==> src/rtl/sum_accum_int32_if.sv <==
// Bus bundle for sum_accum_int32: run control, the input sum stream and the result port.
// Valid/ready: a beat or result transfers on a rising clk edge where valid && ready; once raised,
// valid and its payload stay put until that edge, and ready may be asserted independently of valid.
interface sum_accum_int32_if #(
  parameter int LEN_W = 16
);
  logic             start;
  logic [LEN_W-1:0] len;
  logic             abort;
  logic             in_valid;
  logic             in_ready;
  logic [31:0]      in_sum;
  logic             out_valid;
  logic             out_ready;
  logic [31:0]      out_result;
  logic             out_ovf;
  logic [LEN_W-1:0] out_count;
  logic             busy;

  modport slave (
    input  start, len, abort, in_valid, in_sum, out_ready,
    output in_ready, out_valid, out_result, out_ovf, out_count, busy
  );

  modport master (
    output start, len, abort, in_valid, in_sum, out_ready,
    input  in_ready, out_valid, out_result, out_ovf, out_count, busy
  );
endinterface

==> src/rtl/sum_accum_int32.sv <==
// Streaming int32 reduction: accumulates len beats modulo 2^32 with a sticky signed-overflow flag
// and presents the total on a registered valid/ready result port.
module sum_accum_int32 #(
  parameter int LEN_W = 16
) (
  input  logic                 clk,
  input  logic                 rst_n,
  sum_accum_int32_if.slave     bus,
  output logic [1:0]           o_dbg_state
);

  // Encoding is visible on o_dbg_state: 0 = IDLE, 1 = ACCUM, 2 = DONE.
  typedef enum logic [1:0] {
    S_IDLE  = 2'd0,
    S_ACCUM = 2'd1,
    S_DONE  = 2'd2
  } state_t;

  state_t           r_state;
  state_t           w_next_state;

  logic [31:0]      r_acc;
  logic [LEN_W-1:0] r_cnt;
  logic [LEN_W-1:0] r_len_q;
  logic             r_ovf;
  logic             r_out_valid;
  logic [31:0]      r_out_result;
  logic             r_out_ovf;
  logic [LEN_W-1:0] r_out_count;

  logic             w_in_ready;
  logic             w_beat;
  logic [31:0]      w_sum;
  logic             w_ovf_next;
  logic [LEN_W-1:0] w_cnt_inc;
  logic             w_last;
  logic             w_start_ok;
  logic             w_out_hs;

  assign w_in_ready = (r_state == S_ACCUM);
  // An aborted cycle never counts a beat even though in_ready may read 1.
  assign w_beat     = w_in_ready && bus.in_valid && !bus.abort;
  assign w_sum      = r_acc + bus.in_sum;
  assign w_ovf_next = r_ovf ||
                      ((r_acc[31] == bus.in_sum[31]) && (w_sum[31] != r_acc[31]));
  assign w_cnt_inc  = r_cnt + 1'b1;
  assign w_last     = w_beat && (w_cnt_inc == r_len_q);
  assign w_start_ok = (r_state == S_IDLE) && bus.start && !bus.abort;
  assign w_out_hs   = (r_state == S_DONE) && r_out_valid && bus.out_ready;

  always_ff @(posedge clk or negedge rst_n) begin
    if (!rst_n) begin
      r_state <= S_IDLE;
    end else begin
      r_state <= w_next_state;
    end
  end

  always_comb begin
    w_next_state = r_state;
    if (bus.abort) begin
      w_next_state = S_IDLE;
    end else begin
      case (r_state)
        S_IDLE:  if (bus.start) w_next_state = (bus.len == '0) ? S_DONE : S_ACCUM;
        S_ACCUM: if (w_last) w_next_state = S_DONE;
        S_DONE:  if (w_out_hs) w_next_state = S_IDLE;
        default: w_next_state = S_IDLE;
      endcase
    end
  end

  always_ff @(posedge clk or negedge rst_n) begin
    if (!rst_n) begin
      r_acc        <= '0;
      r_cnt        <= '0;
      r_len_q      <= '0;
      r_ovf        <= 1'b0;
      r_out_valid  <= 1'b0;
      r_out_result <= '0;
      r_out_ovf    <= 1'b0;
      r_out_count  <= '0;
    end else if (bus.abort) begin
      r_acc       <= '0;
      r_cnt       <= '0;
      r_ovf       <= 1'b0;
      r_out_valid <= 1'b0;
    end else begin
      if (w_start_ok) begin
        if (bus.len != '0) begin
          r_len_q <= bus.len;
          r_acc   <= '0;
          r_cnt   <= '0;
          r_ovf   <= 1'b0;
        end else begin
          r_out_result <= '0;
          r_out_count  <= '0;
          r_out_ovf    <= 1'b0;
          r_out_valid  <= 1'b1;
        end
      end
      if (w_beat) begin
        r_acc <= w_sum;
        r_cnt <= w_cnt_inc;
        r_ovf <= w_ovf_next;
        if (w_last) begin
          r_out_result <= w_sum;
          r_out_count  <= r_len_q;
          r_out_ovf    <= w_ovf_next;
          r_out_valid  <= 1'b1;
        end
      end
      // Result payload is kept after the handshake; only valid drops.
      if (w_out_hs) begin
        r_out_valid <= 1'b0;
      end
    end
  end

  assign bus.in_ready   = w_in_ready;
  assign bus.busy       = (r_state == S_ACCUM) || (r_state == S_DONE);
  assign bus.out_valid  = r_out_valid;
  assign bus.out_result = r_out_result;
  assign bus.out_ovf    = r_out_ovf;
  assign bus.out_count  = r_out_count;
  assign o_dbg_state    = r_state;

endmodule

==> src/flat_wrapper.sv <==
// flat-port wrapper written by rule: the top's interface ports become plain ports
module sum_accum_int32_flat 
#(
  parameter int LEN_W = 16
)
  (clk, rst_n, o_dbg_state, bus_start, bus_len, bus_abort, bus_in_valid, bus_in_sum, bus_out_ready, bus_in_ready, bus_out_valid, bus_out_result, bus_out_ovf, bus_out_count, bus_busy);
  sum_accum_int32_if #(.LEN_W(LEN_W)) bus_i ();
  input  logic clk;
  input  logic rst_n;
  output logic [1:0] o_dbg_state;
  input wire logic [$bits(bus_i.start)-1:0] bus_start;
  input wire logic [$bits(bus_i.len)-1:0] bus_len;
  input wire logic [$bits(bus_i.abort)-1:0] bus_abort;
  input wire logic [$bits(bus_i.in_valid)-1:0] bus_in_valid;
  input wire logic [$bits(bus_i.in_sum)-1:0] bus_in_sum;
  input wire logic [$bits(bus_i.out_ready)-1:0] bus_out_ready;
  output wire logic [$bits(bus_i.in_ready)-1:0] bus_in_ready;
  output wire logic [$bits(bus_i.out_valid)-1:0] bus_out_valid;
  output wire logic [$bits(bus_i.out_result)-1:0] bus_out_result;
  output wire logic [$bits(bus_i.out_ovf)-1:0] bus_out_ovf;
  output wire logic [$bits(bus_i.out_count)-1:0] bus_out_count;
  output wire logic [$bits(bus_i.busy)-1:0] bus_busy;
  assign bus_i.start = bus_start;
  assign bus_i.len = bus_len;
  assign bus_i.abort = bus_abort;
  assign bus_i.in_valid = bus_in_valid;
  assign bus_i.in_sum = bus_in_sum;
  assign bus_i.out_ready = bus_out_ready;
  assign bus_in_ready = bus_i.in_ready;
  assign bus_out_valid = bus_i.out_valid;
  assign bus_out_result = bus_i.out_result;
  assign bus_out_ovf = bus_i.out_ovf;
  assign bus_out_count = bus_i.out_count;
  assign bus_busy = bus_i.busy;
  sum_accum_int32 #(.LEN_W(LEN_W)) u_core (.clk(clk), .rst_n(rst_n), .bus(bus_i), .o_dbg_state(o_dbg_state));
endmodule
==> config.mk <==
export PLATFORM = sky130hd
export DESIGN_NAME = sum_accum_int32_flat
export DESIGN_NICKNAME = d
export VERILOG_FILES = /design/src/rtl/sum_accum_int32_if.sv /design/src/rtl/sum_accum_int32.sv /design/src/flat_wrapper.sv
export SDC_FILE = /design/constraint.sdc
export NUM_CORES = 1
export LEC_CHECK = 0
export CAP_MARGIN = 40
export CORE_MARGIN = 5
export CORE_UTILIZATION = 25
export CTS_BUF_LIST = sky130_fd_sc_hd__clkbuf_16
export DETAILED_ROUTE_END_ITERATION = 10
export DONT_BUFFER_PORTS = 1
export PLACE_DENSITY = 0.4
export REMOVE_ABC_BUFFERS = 1
export SLEW_MARGIN = 40
export SYNTH_ARGS = -nofsm -noshare
export SYNTH_HDL_FRONTEND = slang
export SYNTH_SLANG_ARGS = --single-unit
==> constraint.sdc <==
create_clock -name clk -period 7.6 [get_ports clk]
set_input_delay 0.76 -clock clk [delete_from_list [all_inputs] [get_ports clk]]
set_output_delay 0.76 -clock clk [all_outputs]
set_load 0.005 [all_outputs]
# Yosys cells after proc, flatten, opt, wreduce, memory -nomap -nowiden
# Index checks and enable logic that the tools add are counted.
# classes
add_sub_neg	2
eq_ne	8
mux	36
bitwise_logic	1
reduce_logical	19
# op_table
operator	count
2-to-1 mux 32 bit	8
2-to-1 mux 16 bit	8
adder 32 bit	1
adder 16 x 1 -> 16 bit, second input constant	1
== test 16 bit	1
zero test 16 bit	1
nonzero test 16 bit	1
2-to-1 mux 1 bit	14
2-to-1 mux 2 bit	5
logical AND 1 bit	8
inequality test 3 bit, second input constant	2
one-hot mux 2 bit (3 select lines)	1
AND reduction 3 bit	2
nonzero test 3 bit	2
inequality test 3 x 2 -> 1 bit, second input constant	1
== test 2 x 1 -> 1 bit, second input constant	1
== test 2 bit, second input constant	1
zero test 2 bit	1
logical OR 1 bit	2
AND reduction 2 bit	1
== test 1 bit	1
zero test 1 bit	1
inequality test 1 bit	1
inverter 1 bit	1
# word_totals
reg_bits	117
in_bits	54
word_cells	75

# Depth between registers and ports, before layout
# Gate-level depths: netlist of run 1.
# depth
depth_word	8
ltp_mapped	12
depth_no_buf	10

# Worst setup path after synthesis of run 1
# OpenSTA, ideal clock, no wires.
# synth_path
kind	input to register
from	input bus_in_sum[20]
to	register u_core.r_acc[31]
setup_time_ps	126
arrival_time_ps	2980
required_time_ps	7474
path_slack_ps	4494
path_stages	9
cell_sequence	ha_1 > a21oi_1 > o211ai_1 > a211oi_1 > o21bai_1 > or3b_2 > o221ai_1 > xnor2_1 > a221o_1
# synth_via
elab_chain_cells	3
# synth_lines
element	line	rtl
from (decl)	flat_wrapper.sv:15	input wire logic [$bits(bus_i.in_sum)-1:0] bus_in_sum;
adder 32 bit	sum_accum_int32.sv:43	assign w_sum = r_acc + bus.in_sum;
2-to-1 mux 32 bit	sum_accum_int32.sv:102	if (w_beat) begin
2-to-1 mux 32 bit	sum_accum_int32.sv:83	end else if (bus.abort) begin
to (signal assigned)	sum_accum_int32.sv:103	r_acc <= w_sum;
to (decl)	sum_accum_int32.sv:22	logic [31:0] r_acc;
# No other way between the ends.
# A chain may end at the register's enable or synchronous reset.

# Worst setup path after layout of run 1
# layout_path
from	register u_core.r_cnt[0]
to	register u_core.r_out_count[13], in the netlist u_core.bus.out_count[13]
# layout_via
elab_chain_cells	5
# layout_lines
element	line	rtl
from (decl)	sum_accum_int32.sv:23	logic [LEN_W-1:0] r_cnt;
from (signal assigned)	sum_accum_int32.sv:104	r_cnt <= w_cnt_inc;
adder 16 x 1 -> 16 bit	sum_accum_int32.sv:46	assign w_cnt_inc = r_cnt + 1'b1;
== test 16 bit	sum_accum_int32.sv:47	assign w_last = w_beat && (w_cnt_inc == r_len_q);
logical AND 1 bit	sum_accum_int32.sv:47	
2-to-1 mux 16 bit	sum_accum_int32.sv:106	if (w_last) begin
2-to-1 mux 16 bit	sum_accum_int32.sv:102	
to (signal assigned)	sum_accum_int32.sv:108	r_out_count <= r_len_q;
to (decl)	sum_accum_int32.sv:29	logic [LEN_W-1:0] r_out_count;
# No other way between the ends.

==> results.md, run 1 <==
Setup path:
- The delay of the slowest cell on the worst path is 0.82 ns.
- STA classifies the critical path startpoint as a flop.
- Of all nets on the critical path, the largest fanout is 51.
- The endpoint of the most critical setup path is u_core.bus.out_count[13].
- By startpoint and endpoint, the worst setup path is classified as flop to flop.
- Traced cell by cell, the critical path runs through ha_1 -> and4_1 -> nand3_1 -> xnor2_1 -> or4_1 -> or4b_4 -> buf_4 -> nand3_1 -> o21ai_1.
- The required time at the endpoint of the critical path is 7.88 ns.
- The slowest library cell on the worst path is or4b_4.
- The beginning of the worst register-to-register path is u_core.r_cnt[0].
- At the worst endpoint, the arrival time is 3.99 ns.
- The most repeated library cell on the critical path is nand3_1.
- The number of cells on the worst reg-to-reg path is 9.
- The path length in cells of the critical path is 9.
- The worst register-to-register path ends at u_core.bus.out_count[13].
- Broken down by cell family, the worst path's largest delay share belongs to simple AND/OR/NAND/NOR gates.
- In this run the register-to-register setup slack is 3.89 ns.
- The type of destination of the critical path is a flop.
- The critical path starts at u_core.r_cnt[0].
- Counting both buffers and inverters, the worst setup path holds a total of 1.

Cells and area:
- At the end of the flow, the number of nets in the layout was 814.
- The most common library cell in the layout ignoring fill and taps is dfrtp_1.
- The number of antenna diodes in the final layout is 0.
- In the layout the commonest cells are 117 x dfrtp_1, 66 x o21ai_0, 66 x nand2_1, 61 x nand3_1, 47 x o21ai_1.
- The final cell count without fillers is 1078.
- The area growth from synthesis to layout is 13.12%.
- The proportion of layout cells with a drive suffix above 1 is 8.412%.

Pwr:
- In this run the static leakage power is 0.003399 µW.
- The overall power is 2074 µW.
- Across the VDD grid, the largest voltage drop is 0.0001343 V.
- The total power divided by cell area is 269.3 nW/µm².

Yosys:
- The async set-or-reset flop fraction in the synthesized netlist is 100.0%.
- Of the synthesized area, sequential elements account for 43.00%.
- In the synthesized netlist the dominant register cell turns out to be dfrtp_1.
- The total standard cell area after synthesis is 6809 µm².
- By area the synthesized netlist is led by dfrtp_1 43%, ha_1 6.4%, o21ai_0 4.9%.
- The count of unique library cells instantiated by Yosys is 56.
- The fraction of post-synthesis cell area in the top cell type by area is 43.00%.
- The number of synthesized flops with an enable pin is 0.
- The mean area per synthesized cell is 9.189 µm².
- After synthesis the netlist holds a flip-flop and latch count of 117.
- After technology mapping, the gate count stands at 741.
- During synthesis, Yosys emitted a total of 0 warnings.
- The cell type with the highest aggregate area in the netlist is dfrtp_1.

Floorplan:
- The floorplan step set the die width to 175.0 µm.
- Measured along the y axis, the die boundary spans 175.0 µm.
- The number of placed I/O pins is 108.
- Once the floorplan was initialized, standard cells occupied 25.34% of the core.
- The total die area is 30640 µm².
- The core area is 26880 µm².
- Row generation in the floorplan step produced 60 rows.

Timing:
- Setup repair after global routing left no endpoint under its margin.
- At the pin with the least slew margin, the transition time is 0.7152 ns.
- Counting I/O delays and the setup requirement, the final critical path takes 3.713 ns.
- The summed negative setup slack over all endpoints is 0 ns.
- The period utilization is 48.85%.
- The max-slew headroom at the worst pin is 52.20%.
- The final-report hold violation count is 0.
- The worst clock skew is 0.01078 ns.
- Static timing analysis puts the maximum clock frequency at 0.2693 GHz.
- Setup violations remaining at the end of the flow were counted as 0.
- The max-slew violation count was 0.

Clock network:
- The worst-case clock buffer depth is 2.
- The number of buffers inserted to repair setup after CTS is 0.
- Gates resized during post-CTS repair numbered 0.
- The library cell used as clock root buffer is clkbuf_16.
- The clock latency at the later pin of the worst-skew pair is 0.42 ns.
- The number of CTS-inserted buffers is 17.
- TritonCTS built the clock tree.
- Clock-pin slew was measured on the worst setup and hold paths at 0.06 ns.
- The hold-fix buffer count after cts is 0.
- The clock net in this run drives a total of 117 sinks.
- The number of levels in the clock H-tree is 4.

Global routing:
- For this run, the total global-route usage over all layers was measured as 12.94%.
- Entering global routing, the biggest net connects 118 pins.
- The number of antenna violations at the first check in global routing is 0.
- The overflow left after global routing is 0.
- The via count of the first global-routing pass is 5542.
- The first global-routing pass estimated 31.46 mm of wire.

Place:
- The placed wire-length estimate after detailed placement is 13.39 mm.
- The total placed cells including tap cells is 1046.
- Buffers placed on the I/O ports in this run total 0.
- The weighted congestion reported at the end of routability-driven placement is 0.7463.

Run status:
- The run finished with clean final reports.

Route:
- Across all layers, the routed design uses 5264 vias.
- For this block, the initial DRC count from the detailed router was 227.
- The count of nets left with antenna violations once routing finished came out at 0.
- In the final routed layout, each cell accounts on average for 18.02 µm.
- The pre-antenna-repair detailed-routing pass consisted of 6 iterations.
- Using the TritonRoute via totals, the vias-per-cell ratio works out to 4.883.
- The final layout contains routed wiring with a total length of 19.43 mm.
- The count of unresolved DRC violations after routing is 0.

Flow run:
- The number of max-cap violations is 0.

Min path:
- The path class of the lowest-slack min-delay path is input pin to async pin.
[per-stage QoR]
stage	worst slack, ns	hold slack [ns]	util [%]	cell area (µm²)
finish	3.887	0.03967	28.66	7702
global route	3.636	0.01331	28.66	7702
CTS	3.868	0.02042	28.64	7697
detailed placement	3.881	0.4718	26.54	7132
global placement	3.907	0.4664	26.51	7124
floorplan	4.102	0.4509	-	6638
[how the worst min path moves through the flow]
stage / from / to / slack (ns) / depth (start not counted)
floorplan: u_core.r_acc[3] / u_core.r_acc[3] / 0.45 / 2
global placement: rst_n / u_core.bus.out_result[14] / 0.47 / 0
detailed placement: rst_n / u_core.bus.out_result[14] / 0.47 / 0
CTS: rst_n / u_core.bus.out_result[5] / 0.02 / 0
global route: rst_n / u_core.bus.out_result[14] / 0.01 / 0
finish: rst_n / u_core.bus.out_result[12] / 0.04 / 0
[metal layers]
metal / routed length, µm / global-route usage, %
met1: 9529 / 17.51
met2: 8735 / 20.57
met3: 965 / 3.462
met4: 198 / 3.339
met5: 0 / 0
[registers in the layout (all words and copies together) (netlist names)]
name                   flops
u_core.bus.out_result     32
u_core.r_acc              32
u_core.bus.out_count      16
u_core.r_cnt              16
u_core.r_len_q            16
u_core.o_dbg_state         2
u_core.bus.out_ovf         1
u_core.bus.out_valid       1
u_core.r_ovf               1
[cells by family after synthesis]
| logic type | synth area share (%) |
|---|---|
| adder cells (fa/ha/maj) | 6.725 |
| AND/OR/NAND/NOR | 15.29 |
| buffers and inverters | 4.171 |
| multiplexers | 3.528 |
| AO/OA/AOI/OAI | 20.25 |
| XOR/XNOR | 7.038 |
| flip-flops | 43.00 |
[Yosys cell counts (16+ instances only)]
| library cell | number |
|---|---|
| ha_1 | 35 |
| clkbuf_1 | 32 |
| dfrtp_1 | 117 |
| a21oi_1 | 35 |
| xor2_1 | 24 |
| o21ai_1 | 47 |
| inv_1 | 30 |
| mux2_2 | 16 |
| o21ai_0 | 66 |
| a21o_1 | 17 |
| nand3_1 | 63 |
| nor2_1 | 29 |
| nand2_1 | 67 |
| xnor2_1 | 28 |
[where the power goes]
group	internal, µW	switching [µW]
clock network	477	314
registers	696	72.4
logic	221	293
[layout make-up]
| type | instances | area [µm²] |
|---|---|---|
| clock buffers | 17 | 425.4 |
| fillers | 2867 | 19170 |
| well taps | 341 | 426.7 |
| flip-flops and latches | 117 | 2928 |
| inverters | 30 | 112.6 |
| clock inverters | 15 | 140.1 |
| repair buffers | 5 | 37.54 |
| multi-input cells | 553 | 3632 |
No activity file was read; power rests on OpenSTA's default activity.
==> run 2: changes to the inputs <==
- PLACE_DENSITY: 0.4 -> 0.42
- clock period: 7.6 -> 3.05 ns (I/O delays scaled with it)
==> results.md, run 2 (synthesized netlist as in run 1, its figures left out) <==
Run status:
- The run finished with clean final reports.

Floorplan:
- The die is 175.0 µm tall.
- After floorplanning, the core was sized to cover 26880 µm².
- The width of the chip is 175.0 µm.
- The number of placed I/O pins is 108.
- The total die area is 30640 µm².
- The number of rows created at floorplan is 60.
- The initial standard-cell utilization of the core is 25.34%.

Global routing:
- The number of antenna violations at the first check in global routing was 0.
- The first global-routing pass estimated 31.73 mm of wire.
- Global routing used 13.04% of the available tracks.
- The via count of the first global-routing pass is 5540.
- The overflow left after global routing is 0.
- The largest net degree at the start of global routing is 118.

Place:
- The weighted congestion reported at the end of routability-driven placement is 0.7704.
- The placed wire-length estimate after detailed placement is 14.51 mm.
- Counting tap cells, the placed design contains a total of 1082 instances.
- During placement, the flow inserted port buffers numbering 0.

Route:
- After detailed routing, the number of remaining DRC violations is 0.
- The routed via count is 5439.
- In this run, the number of DRC markers left after iteration 0 of detailed routing was 228.
- Once detail routing completed, the nets flagged for antenna violations numbered 0.
- The aggregate routed wire length is 19.74 mm.
- After detailed routing, the number of vias per cell comes to 4.865.
- The per-cell routed wire length is 17.66 µm.
- For this run, the detailed router's first-pass iteration total came to 4.

Cells and area:
- Compared with the post-synthesis result, the final layout area differs by 19.37%.
- In the final layout, the share of cells above drive strength 1 is 13.51%.
- After filler insertion, the fill cell instance count of the layout stands at 2798.
- Once layout is complete, the cells apart from fillers number 1118.
- For this run, the post-layout net count is 854.
- The core utilization of the finished layout is 30.24%.
- Leaving out fill and tap cells, the most frequent cell in the layout is dfrtp_1.
- Leaving out fill and tap cells, the most frequent cells in the layout are 117 x dfrtp_1, 67 x nand2_1, 66 x o21ai_0, 61 x nand3_1, 47 x o21ai_1.
- The number of antenna diodes is 0.

Clock network:
- The H-tree was split into 4 levels.
- At the later pin of the worst-skew pair, clock insertion delay measures 0.42 ns.
- Clock-pin slew was measured on the worst setup and hold paths at 0.07 ns.
- The number of sinks handled by clock tree synthesis is 117.
- The library cell used as clock root buffer is clkbuf_16.
- No sink is reached through more buffers than the 2 on the longest clock path.
- The number of CTS-inserted buffers is 17.
- After clock tree synthesis, the setup repair step added 0 buffers.
- TritonCTS built the clock tree.

Setup path:
- The largest single stage delay on the critical path is 0.57 ns.
- The type of destination of the critical path is a flop.
- The biggest fanout along the worst timing path is 34.
- Data on the critical path arrives at its endpoint at 3.22 ns.
- The slowest stage of the critical path belongs to the cell or4b_4.
- The sum of buffers and inverters on the critical path is 1.
- STA puts the critical path data required time at 3.38 ns.
- The critical path goes through nand4_1 -> or4_4 -> or3_1 -> a22oi_1 -> nand2_1 -> or4b_4 -> buf_6 -> o31ai_1.
- STA classifies the critical path startpoint as a flop.
- Among cell families on the critical path, the largest total delay comes from simple AND/OR/NAND/NOR gates.
- The category of the critical setup timing path is flop to flop.

Min path:
- The path class of the lowest-slack min-delay path is input pin to flop.

Timing:
- Setup violations remaining at the end of the flow were counted as 0.
- Of the available clock period, the critical path in the final layout requires 94.70%.
- In this run the tightest slew margin relative to its limit is 49.56%.
- The slew at the pin closest to its max-slew limit is 0.7548 ns.
- The worst clock skew is 0.01375 ns.
- The max-slew violation count was 0.
- The clock period could shrink to 2.888 ns.
- The final-report hold violation count is 0.
- The summed negative setup slack over all endpoints is 0 ns.
- The top achievable clock speed is 0.3462 GHz.

Pwr:
- The static leakage is 0.003645 µW.
- The overall power is 5386 µW.
- The highest ir drop seen on vdd is 0.0003017 V.
- Dividing total power by cell area gives a power density of 662.6 nW/µm².

Flow run:
- The number of max-cap violations is 0.
==> run 2: cell count changes in the layout (fill, tap and decap cells not counted), sizes merged <==
cell / delta
dlygate4sd3: +3
buf: +37
clkinv: -4
clkinvlp: -3
inv: +7
==> run 2: metrics by stage <==
| stage | setup WS (ns) | instance area (µm²) | hold WS [ns] |
|---|---|---|---|
| 2_1_floorplan | -0.2718 | 6638 | 0.009409 |
| 3_3_place_gp | 0.05910 | 7430 | 0.01575 |
| 3_5_place_dp | 0.06675 | 7430 | 0.01544 |
| 4_1_cts | 0.04396 | 8080 | 0.004603 |
| 5_1_grt | -0.003881 | 8128 | 0.005106 |
| 6_report | 0.1618 | 8128 | 0.02691 |
==> run 2: area by class of cell <==
cell class	instances	area [µm²]	area share [%]
Clock buffer	17	425.4	5.234
Inverter	30	112.6	1.385
Multi-Input combinational cell	553	3654	44.95
Tap cell	341	426.7	5.249
Clock inverter	15	167.7	2.063
Timing Repair Buffer	45	414.1	5.095
Sequential cell	117	2928	36.02
==> run 2: where the power goes <==
part	switching [µW]	leakage [µW]	internal, µW	total [µW]
clock network	826	0.000288	1220	2050
logic	801	0.00176	634	1430
registers	170	0.00159	1730	1900
total	1800	0.00364	3590	5390
==> run 2: path summary, 6_finish.rpt <==
kind	startpoint	endpoint	slack [ns]	cells after the start
hold reg to reg	u_core.r_acc[16]	u_core.r_acc[16]	0.48	2
setup reg to reg	u_core.r_cnt[8]	u_core.bus.out_result[4]	0.16	8
hold / removal	bus_len[6]	u_core.r_len_q[6]	0.03	1
max in group asynchronous	rst_n	u_core.bus.out_count[3]	1.97	2
setup / recovery	u_core.r_cnt[8]	u_core.bus.out_result[4]	0.16	8
min in group asynchronous	rst_n	u_core.bus.out_result[11]	0.47	2
==> run 2: timing repair <==
| action | CTS | global route |
|---|---|---|
| endpoints found under the setup margin | 0 | 45 |
| endpoints found under the hold margin | 118 | 0 |
| hold buffers | 4 | 0 |
| resized for setup | 0 | 13 |
==> run 2: worst register-to-register path, stage by stage, from the launching register on <==
cell and delay, ns:
dfrtp_1 0.43, nand4_1 0.20, or4_4 0.47, or3_1 0.40, a22oi_1 0.18, nand2_1 0.07
or4b_4 0.57, buf_6 0.22, o31ai_1 0.26
==> run 2: routing by layer <==
layer | wire, µm | vias to the layer above | part of all wire (%) | global-route usage, %
li1 | - | 2734 | - | -
met1 | 9420 | 2585 | 48 | 17.31
met2 | 9215 | 109 | 47 | 21.17
met3 | 950 | 11 | 4.8 | 3.700
met4 | 157 | 0 | 0.80 | 2.946
met5 | 0 | - | 0 | 0
==> run 3: changes to the inputs <==
- CTS_BUF_LIST: sky130_fd_sc_hd__clkbuf_16 -> default
- TNS_END_PERCENT: default -> 1
==> results.md, run 3 (synthesized netlist as in run 1, its figures left out) <==
Clock network:
- The number of levels in the clock H-tree is 4.
- The clock tree from TritonCTS is built.
- The number of CTS-inserted buffers is 17.
- The number of buffers inserted to repair setup after CTS is 0.
- Clock tree synthesis selected as its root buffer the cell clkbuf_16.
- The number of sinks handled by clock tree synthesis is 117.
- The clock latency at the later pin of the worst-skew pair is 0.42 ns.
- The register clock-pin slew on the reported worst setup and hold paths is 0.07 ns.
- The worst-case clock buffer depth is 2.

Pwr:
- The share of total power dissipated in combinational logic is 26.6%.
- For this design the total switching power over the nets is 1797 µW.
- Of the total power, the clock network draws 38.2%.
- Net switching is 33.20% of the power.
- The highest ir drop seen on vdd is 0.0003037 V.
- The internal portion of the total power is 3617 µW.
- Power spread over the standard cell area amounts to 664.7 nW/µm².
- The static leakage is 0.003652 µW.
- Per report_power, the sequential group accounts for 35.1% of the total.

Setup path:
- For this run, the slowest stage of the critical path takes 0.57 ns.
- The category of the worst setup path launch point is a flop.
- The data arrival time of the critical path is 3.23 ns.
- The largest individual stage delay along the critical path comes from the cell or4b_4.
- The critical path goes through nand4_1 -> or4_4 -> or3_1 -> a22oi_1 -> nand2_1 -> or4b_4 -> buf_6 -> a21boi_0 -> a21oi_1.
- STA puts the critical path data required time at 3.39 ns.
- The critical path is of the flop to flop type.
- In this run the worst path has a maximum fanout of 34.
- STA classifies the critical path endpoint as a flop.

Timing:
- The worst clock skew is 0.02137 ns.
- Setup violations remaining at the end of the flow were counted as 0.
- The final critical path takes up 94.76% of the cycle.
- Summed over all failing endpoints, the final setup total negative slack is 0 ns.
- The top achievable clock speed is 0.3460 GHz.
- The max-slew violation count was 0.
- The final worst setup slack is 0.1599 ns.
- The slew at the pin closest to its max-slew limit is 0.7651 ns.
- Headroom to the max-slew limit came out at 48.87%.
- The clock period minus final worst setup slack is 2.890 ns.
- The final-report hold violation count is 0.

Cells and area:
- The count of cells in the finished layout, fillers not included, comes to 1118.
- The cell area after layout is 8145 µm².
- The repair_antennas step left the layout with diodes totalling 0.
- In the final layout, flip-flops and latches occupy 2928 µm².
- Of the cells placed in the final design, the portion with a size suffix greater than 1 is 13.90%.
- The area growth from synthesis to layout is 19.63%.
- The number of filler cells placed in the layout is 2796.
- The net count of the finished layout is 854.
- Leaving out fill and tap cells, the most frequent cells in the layout are 117 x dfrtp_1, 67 x nand2_1, 66 x o21ai_0, 61 x nand3_1, 47 x o21ai_1.
- The area occupied by multi-input gates is 3661 µm².
- The most common library cell in the layout ignoring fill and taps is dfrtp_1.

Global routing:
- The number of antenna violations at the first check in global routing is 0.
- The total track usage is 13.04%.
- After global routing the overflow that remains totals 0.
- The via count of the first global-routing pass was 5540.
- The largest net degree at the start of global routing is 118.
- The global-route wire length before repair is 31.74 mm.

Route:
- The number of vias per cell after detailed routing is 4.887.
- The final route contains 5464 vias.
- The number of detailed-routing iterations run before antenna repair is 4.
- The number of routed nets with antenna violations is 0.
- Summed over all layers, the routed wires come to 19.76 mm.
- The per-cell routed wire length is 17.67 µm.
- The starting DRC count in detailed routing is 216.
- For this run, design rule violations remaining after detail routing come to 0.

Floorplan:
- The number of placed I/O pins is 108.
- The initial standard-cell utilization of the core is 25.34%.
- The floorplan step set the die width to 175.0 µm.
- The die covers 30640 µm².
- The initialized floorplan defines 60 standard-cell rows.
- The core area is 26880 µm².
- The floorplan die height is 175.0 µm.

Place:
- During placement, the flow inserted port buffers numbering 0.
- Once placement finished, the instance area stood at 7430 µm².
- At the end of routability-driven placement, the weighted congestion stood at 0.7704.
- The placed wire-length estimate after detailed placement is 14.51 mm.
- Prior to clock tree synthesis, the placed netlist has a worst setup slack of 0.06675 ns.
- Counting tap cells, the placed design contains a total of 1082 instances.

Min path:
- The path class of the lowest-slack min-delay path is input pin to flop.

Flow run:
- Max-cap violations in this run came to 0.

Run status:
- The run finished with clean final reports.
run 3: changes by cell type in the layout (fill, tap and decap cells not counted):
cell / delta
clkinv_1: -1
a22o_1: -1
a22o_2: +1
a311oi_2: +1
clkbuf_8: +1
a311oi_1: -1
run 3: power groups by stage:
stage | Clock [µW] | Sequential (µW) | Combinational [µW]
CTS | 2140 | 1910 | 1450
detailed placement | 0 | 1930 | 1400
global placement | 0 | 1930 | 1410
global route | 2200 | 1930 | 1620
finish | 2070 | 1900 | 1440
floorplan | 0 | 1880 | 999
run 3: path summary, 6_finish.rpt:
check	start	endpoint	slack, ns	cells after the start
max	u_core.r_cnt[8]	u_core.bus.out_ovf	0.16	9
min	bus_len[6]	u_core.r_len_q[6]	0.02	1
max reg2reg	u_core.r_cnt[8]	u_core.bus.out_ovf	0.16	9
min reg2reg	u_core.r_acc[16]	u_core.r_acc[16]	0.48	2
max in group asynchronous	rst_n	u_core.r_acc[9]	1.96	2
min in group asynchronous	rst_n	u_core.r_acc[4]	0.47	2
run 3: layout make-up:
| class | count | area share [%] |
|---|---|---|
| well taps | 341 | 5.238 |
| clock inverters | 14 | 2.012 |
| inverters | 30 | 1.382 |
| repair buffers | 45 | 5.084 |
| multi-input cells | 553 | 44.95 |
| clock buffers | 18 | 5.392 |
| flip-flops and latches | 117 | 35.94 |
run 3: through the flow:
step	util [%]	total power, µW	hold WS, ns
3_3_place_gp	27.64	3335	0.01575
2_1_floorplan	-	2877	0.009409
4_1_cts	30.10	5494	0.004603
3_5_place_dp	27.64	3335	0.01544
5_1_grt	30.31	5763	0.005106
6_report	30.31	5414	0.02406
run 3: repair_timing:
item                                   4_1_cts  5_1_grt
resized for setup                            0       15
endpoints found under the hold margin      118        0
setup endpoints to repair                    0       45
hold buffers                                 4        0
run 3: per-layer routing:
metal  part of all wire (%)  wire length, µm  vias up  global-route usage (%)
met5                      0                0        -                       0
met4                   0.78              155        0                   2.946
met3                    4.3              848       11                   3.700
met2                     47             9261      113                   21.19
met1                     48             9490     2606                   17.31
li1                       -                -     2734                       -
run 3: worst max-delay path: cells and delay by family (launching register included):
family	cells	cell delay, ns
buf+inv	1	0.22
simple gates	5	1.71
compound gates	3	0.44
flops	1	0.43
